**src/rtl/anode_scan_ctrl_if.sv**
```systemverilog
// Scan interface between the anode scan controller and the digit-select / pin stage.
// The controller takes the slave side; whoever supplies enable and consumes the anode drive takes the master side.
interface anode_scan_ctrl_if;
  logic       enable;
  logic [3:0] anode;
  logic [3:0] anodeDelay;
  logic [1:0] digitIndex;
  logic       frameTick;

  modport master (
    output enable,
    input  anode,
    input  anodeDelay,
    input  digitIndex,
    input  frameTick
  );

  modport slave (
    input  enable,
    output anode,
    output anodeDelay,
    output digitIndex,
    output frameTick
  );
endinterface

```
**src/rtl/anode_scan_ctrl.sv**
```systemverilog
// Four-digit seven-segment anode scanner. A blank gap separates digits so the mux and decoder settle before each anode lights.
// anodeDelay leads anode by one blank period and drives the digit multiplexer.
module anode_scan_ctrl #(
  parameter int unsigned BLANK_CYCLES = 1000,
  parameter int unsigned SHOW_CYCLES  = 99000
) (
  input  logic               clk,
  input  logic               reset,
  anode_scan_ctrl_if.slave   scan
);

  localparam int unsigned MAX_CYCLES = (BLANK_CYCLES > SHOW_CYCLES) ? BLANK_CYCLES : SHOW_CYCLES;
  localparam int unsigned CNT_W      = (MAX_CYCLES > 1) ? $clog2(MAX_CYCLES) : 1;

  localparam logic [CNT_W-1:0] BLANK_LAST = CNT_W'(BLANK_CYCLES - 1);
  localparam logic [CNT_W-1:0] SHOW_LAST  = CNT_W'(SHOW_CYCLES - 1);

  localparam logic [3:0] ANODE_OFF   = 4'b1111;
  localparam logic [3:0] FIRST_DIGIT = 4'b0111;
  localparam logic [3:0] LAST_DIGIT  = 4'b1110;

  typedef enum logic {
    BLANK = 1'b0,
    SHOW  = 1'b1
  } state_e;

  state_e           state_q,      state_d;
  logic [CNT_W-1:0] count_q,      count_d;
  logic [3:0]       anode_q,      anode_d;
  logic [3:0]       anodeDelay_q, anodeDelay_d;
  logic [1:0]       digitIndex_q, digitIndex_d;
  logic             frameTick_q,  frameTick_d;

  // Dropping enable parks the scan in a fresh blank on the same digit, so the digit is re-shown in full later.
  always_comb begin
    state_d      = state_q;
    count_d      = count_q;
    anode_d      = anode_q;
    anodeDelay_d = anodeDelay_q;
    digitIndex_d = digitIndex_q;
    frameTick_d  = 1'b0;

    if (!scan.enable) begin
      state_d = BLANK;
      count_d = '0;
      anode_d = ANODE_OFF;
    end else begin
      unique case (state_q)
        BLANK: begin
          if (count_q == BLANK_LAST) begin
            state_d = SHOW;
            count_d = '0;
            anode_d = anodeDelay_q;
          end else begin
            count_d = count_q + 1'b1;
          end
        end
        SHOW: begin
          if (count_q == SHOW_LAST) begin
            state_d      = BLANK;
            count_d      = '0;
            anode_d      = ANODE_OFF;
            anodeDelay_d = {anodeDelay_q[0], anodeDelay_q[3:1]};
            digitIndex_d = digitIndex_q - 2'd1;
            frameTick_d  = (anodeDelay_q == LAST_DIGIT);
          end else begin
            count_d = count_q + 1'b1;
          end
        end
        default: begin
          state_d = BLANK;
          count_d = '0;
          anode_d = ANODE_OFF;
        end
      endcase
    end
  end

  always_ff @(posedge clk) begin
    if (reset) begin
      state_q      <= BLANK;
      count_q      <= '0;
      anode_q      <= ANODE_OFF;
      anodeDelay_q <= FIRST_DIGIT;
      digitIndex_q <= 2'd3;
      frameTick_q  <= 1'b0;
    end else begin
      state_q      <= state_d;
      count_q      <= count_d;
      anode_q      <= anode_d;
      anodeDelay_q <= anodeDelay_d;
      digitIndex_q <= digitIndex_d;
      frameTick_q  <= frameTick_d;
    end
  end

  assign scan.anode      = anode_q;
  assign scan.anodeDelay = anodeDelay_q;
  assign scan.digitIndex = digitIndex_q;
  assign scan.frameTick  = frameTick_q;

endmodule

```
**src/flat_wrapper.sv**
```systemverilog
// flat-port wrapper written by rule: the top's interface ports become plain ports
module anode_scan_ctrl_flat 
#(
  parameter int unsigned BLANK_CYCLES = 1000,
  parameter int unsigned SHOW_CYCLES  = 99000
)
  (clk, reset, scan_enable, scan_anode, scan_anodeDelay, scan_digitIndex, scan_frameTick);
  anode_scan_ctrl_if scan_i ();
  input  logic clk;
  input  logic reset;
  input wire logic [$bits(scan_i.enable)-1:0] scan_enable;
  output wire logic [$bits(scan_i.anode)-1:0] scan_anode;
  output wire logic [$bits(scan_i.anodeDelay)-1:0] scan_anodeDelay;
  output wire logic [$bits(scan_i.digitIndex)-1:0] scan_digitIndex;
  output wire logic [$bits(scan_i.frameTick)-1:0] scan_frameTick;
  assign scan_i.enable = scan_enable;
  assign scan_anode = scan_i.anode;
  assign scan_anodeDelay = scan_i.anodeDelay;
  assign scan_digitIndex = scan_i.digitIndex;
  assign scan_frameTick = scan_i.frameTick;
  anode_scan_ctrl #(.BLANK_CYCLES(BLANK_CYCLES), .SHOW_CYCLES(SHOW_CYCLES)) u_core (.clk(clk), .reset(reset), .scan(scan_i));
endmodule
```
**config.mk**
```make
export PLATFORM = sky130hd
export DESIGN_NAME = anode_scan_ctrl_flat
export DESIGN_NICKNAME = d
export VERILOG_FILES = /design/src/rtl/anode_scan_ctrl_if.sv /design/src/rtl/anode_scan_ctrl.sv /design/src/flat_wrapper.sv
export SDC_FILE = /design/constraint.sdc
export NUM_CORES = 1
export LEC_CHECK = 0
export ABC_AREA = 1
export BUFFER_PORTS_ARGS = -buffer_cell sky130_fd_sc_hd__buf_2
export CORE_UTILIZATION = 57
export DETAILED_ROUTE_END_ITERATION = 8
export GPL_TIMING_DRIVEN = 1
export PLACE_DENSITY = 0.77
export RECOVER_POWER = 100
export SYNTH_ARGS = -nofsm -noshare
export SYNTH_HDL_FRONTEND = slang
export SYNTH_SLANG_ARGS = --single-unit
```
**constraint.sdc**
```tcl
create_clock -name clk -period 1.73 [get_ports clk]
set_clock_uncertainty 0.1 [all_clocks]
set_input_delay 0.2595 -clock clk [delete_from_list [all_inputs] [get_ports clk]]
set_output_delay 0.2595 -clock clk [all_outputs]
set_load 0.01 [all_outputs]
```
## Word level (Yosys, flattened, before mapping)

Index checks and enable logic that the tools add are counted.

- $add $sub $neg: 2
- Eq/ne operators: 5
- Mux-type cells: 9
- Bitwise logic cells: 3
- Reduce and logical (&&, ||, !) cells: 4

Operators by type and width:

| operator | count |
|---|---|
| $mux W17 | 2 |
| $pmux W17 S2 | 1 |
| $add A17 B1 Y17 const B | 1 |
| $eq A17 B10 Y1 const B | 1 |
| $eq A17 B17 Y1 const B | 1 |
| $mux W4 | 2 |
| $pmux W4 S2 | 1 |
| $eq A4 B4 Y1 const B | 1 |
| $reduce_or A4 Y1 | 1 |
| $not A1 Y1 | 3 |
| $reduce_and A3 Y1 | 1 |
| $mux W1 | 2 |
| $ne A2 B1 Y1 const B | 1 |
| $ne A2 B2 Y1 const B | 1 |
| $pmux W1 S2 | 1 |
| $reduce_and A2 Y1 | 1 |
| $reduce_or A2 Y1 | 1 |
| $sub A2 B1 Y2 const B | 1 |

- Flip-flop bits (word level): 29
- Input bits: 3
- Logic and storage cells: 29

## Longest topological paths before layout

- Depth after elaboration: 3
- Gate-level depth with buffers: 9
- Mapped depth without buffers: 9

## Worst setup path after synthesis

No wires, ideal clock.

- Path type: flip-flop to flip-flop
- From: register u_core.count_q[0]
- To: register u_core.count_q[8]
- Library setup time: 0.117 ns
- Data arrival time: 1.264 ns
- Path slack: 0.249 ns
- Stages on the path, launching flop included: 9
- Buffers on the path: 0
- Clock period less this slack: 1.481 ns
- Cells stage by stage: dfxtp_1 -> ha_1 -> nand2_1 -> nor2_1 -> inv_1 -> nor2_2 -> nand4_4 -> nand3_4 -> nor2_1

- Longest elaborated chain between the ends: 3
- Elaborated cells on any way between the ends: 6

RTL lines:

| element | RTL line | source |
|---|---|---|
| start: declaration | anode_scan_ctrl.sv:28 | `logic [CNT_W-1:0] count_q, count_d;` |
| start signal: assignment | anode_scan_ctrl.sv:89 | `count_q <= count_d;` |
| $add A17 B1 Y17 (tied with other cells) | anode_scan_ctrl.sv:55, anode_scan_ctrl.sv:67 |  |
| $mux W17, on equally long branches | anode_scan_ctrl.sv:59, anode_scan_ctrl.sv:50 |  |
| $pmux W17 S2 (*) | anode_scan_ctrl.sv:48 | `unique case (state_q)` |

Mark *: on every way between the ends. The rest lies on a longest branch, timed or not.
A chain may end at the register's enable or synchronous reset.

## Worst setup path in the final report

- From: register u_core.count_q[0]
- To: register u_core.count_q[16]

The elaborated chain is that of the path after synthesis.

==> results.py <==
metrics = {
    "global_routing": {
        "grt_pass1_vias": 1135,
        "grt_pass1_wl_microns": 4926,
        "grt_antenna_before_repair": 0,
        "grt_remaining_overflow": 0,
        "grt_max_degree": 11,
        "track_usage": 0.2524,
    },
    "layout": {
        "design_area_sq_um": 1704,
        "final_layout_size_suffix_gt1_frac": 0.1822,
        "final_util": 0.6942,
        "final_nets": 228,
        "diodes": 0,
        "area_growth_pct": 16.21,
        "layoutNonFillerInstCount": 255,
    },
    "synthesis": {
        "syn-instance-count": 202,
        "synthArstFlopShare": 0,
        "yosysUniqueCellTypes": 28,
        "synth_warnings": 0,
        "synthesis.nets": 206,
        "ys_seq_area_frac": 0.3959,
        "synth_edf_count": 0,
        "netlist_area_sq_um": 1466,
        "synth-seq-cells": 29,
        "postSynthAreaPerCell_sq_um": 7.259,
        "ys.flop_type": "dfxtp_1",
    },
    "sta": {
        "hold_violations": 0,
        "fin_crit_sh": 0.9383,
        "worstMarginPinSlew_ns": 0.4034,
        "slew_headroom": 0.7307,
        "finalSetupViolCount": 0,
        "period_minus_slack_ns": 1.623,
        "max_freq_mhz": 616.0,
        "drv_slew": 0,
        "fin_tns_setup_ns": 0,
    },
    "floorplanning": {
        "rows": 18,
        "fp.dieH_microns": 52.72,
        "coreArea_sq_um": 2455,
        "start_util": 0.5973,
        "die_area_sq_um": 2779,
        "fp.dieW_microns": 52.72,
        "ioPinCount": 14,
    },
    "worst_setup_path": {
        "cp_max_fo": 5,
        "crit_arrival_ns": 1.80,
        "end_kind": "flop",
        "critPathMaxStageDelay_ns": 0.35,
        "worstSetupStartpointType": "flop",
        "crit_chain": "ha_2, inv_1, nor3_4, nand2_2, nor2_4, nand2_1, nand2_1, nand2_1, nor2_2",
        "cp.required_ns": 1.90,
        "crit_type": "reg -> reg",
        "cpMaxStageDelayCell": "dfxtp_2",
        "crit_top_cell": "nand2_1",
    },
    "routing": {
        "drtAntennaViolNets": 0,
        "drcViolationCount": 0,
        "via_per_inst": 5.361,
        "first_iter_violations": 56,
        "wl_microns": 3213,
        "wl_per_cell_microns": 12.60,
        "vias": 1367,
        "dr.pass1.iters": 4,
    },
    "placement": {
        "placedCellCount": 245,
        "dpl.hpwl_microns": 2309,
        "placed_cell_area_sq_um": 1572,
        "port-buffer-count": 13,
        "gp_congestion": 0.8293,
    },
    "pwr": {
        "ir_drop_mv": 0.7382,
        "p_leak_uw": 0.0006454,
        "power.density_nw_per_um2": 746.8,
        "power_uw": 1273,
    },
    "cts": {
        "cts_hold_buf": 0,
        "cts.clk_slew.worst_paths_ns": 0.09,
        "cts_inserted_buffers": 5,
        "cts_tree": "yes",
        "clk_path_buf_depth": 2,
        "clkLatencyLatePin_ns": 0.33,
        "cts_htree_levels": 2,
        "root_buffer": "clkbuf_4",
        "cts_sinks": 29,
    },
    "job": {
        "max_cap_violations": 0,
    },
    "worst_hold_path": {
        "min_path_type": "in -> reg",
    },
    "outcome": {
        "status": "complete, no violations",
    },
}
[critical path, delay by kind of cell, from the launching register on]
kind	cells	cell delay, ns
adder cells (fa/ha/maj)	1	0.19
buffers and inverters	1	0.07
flip-flops	1	0.35
AND/OR/NAND/NOR	7	0.84
[registers in the layout, summed over array words and instances (netlist names)]
signal and cells:
u_core.scan.frameTick 1, u_core.scan.anodeDelay 4, u_core.count_q 17, u_core.scan.anode 4
u_core.state_q 1, u_core.scan.digitIndex 2
[stage by stage]
step | hold WS, ns | worst slack (ns)
after CTS | 0.1269 | 0.08529
after detailed placement | 0.3336 | 0.09767
after floorplan | 0.3174 | 0.2493
final | 0.1428 | 0.1067
after global routing | 0.1592 | -0.01538
after global placement | 0.3260 | 0.1307
[kinds of logic after synthesis]
logic type,Yosys count,synth area share
adder cells (fa/ha/maj),1,0.008531
AND/OR/NAND/NOR,135,0.4565
AO/OA/AOI/OAI,4,0.01621
flip-flops,29,0.3959
XOR/XNOR,11,0.06570
buffers and inverters,22,0.05716
[final cells by class]
type	instances	area [sq um]
flip-flops and latches	29	583.1
repair buffers	15	66.31
well taps	30	37.54
inverters	21	78.83
clock buffers	7	55.05
multi-input cells	152	853.3
clock inverters	1	30.03
fillers	206	750.7
[path summary, 6_finish.rpt]
path / startpoint / end / slack, ns / depth (start not counted)
worst max register to register: u_core.count_q[0]$_SDFF_PP0_ / u_core.count_q[16]$_SDFF_PP0_ / 0.11 / 9
worst min-delay path: reset / u_core.scan.anodeDelay[1]$_SDFFE_PP1P_ / 0.14 / 3
worst min register to register: u_core.scan.digitIndex[1]$_SDFFE_PP1P_ / u_core.scan.digitIndex[1]$_SDFFE_PP1P_ / 0.40 / 2
worst max-delay path: u_core.count_q[0]$_SDFF_PP0_ / u_core.count_q[16]$_SDFF_PP0_ / 0.11 / 9
[cell usage after synthesis (2+ instances only)]
master	instances	area share
nor2_4	2	0.015
nor2_1	39	0.10
inv_1	20	0.051
nand4_1	6	0.026
nand2_1	42	0.11
dfxtp_1	29	0.40
or2_2	3	0.013
nor2_2	5	0.021
xor2_1	10	0.060
nand3_1	22	0.075
nor3_1	4	0.014
nand2_2	4	0.017
[report_power, final]
group	total, uW	internal (uW)	switching (uW)
Clock	573	345	229
Sequential	671	670	1.62
Combinational	28.1	9.32	18.7
[cell usage in the layout, fill, tap and decap left out, types with 2 or more instances in the layout]
cell,count
inv_2,2
nand3_1,20
nor3_1,4
clkbuf_1,12
dfxtp_1,27
buf_2,2
buf_4,2
or2_2,3
clkbuf_4,5
xor2_1,10
nand2_1,42
nand3_2,4
inv_1,19
nand2_2,3
dfxtp_2,2
nor2_4,4
nand4_1,6
nor2_1,37
nor2_2,5
[per-layer routing]
layer / wire [microns] / track usage
met3: 140 / 0.06087
met1: 1503 / 0.3316
met5: 0 / 0
met2: 1495 / 0.3776
met4: 74 / 0.1316
[repair_timing]
action	CTS	global route
endpoints found under the hold margin	0	0
buffers inserted	0	1
gates resized for setup	0	13
endpoints found under the setup margin	0	19
Power figures use the tool's default switching activity.
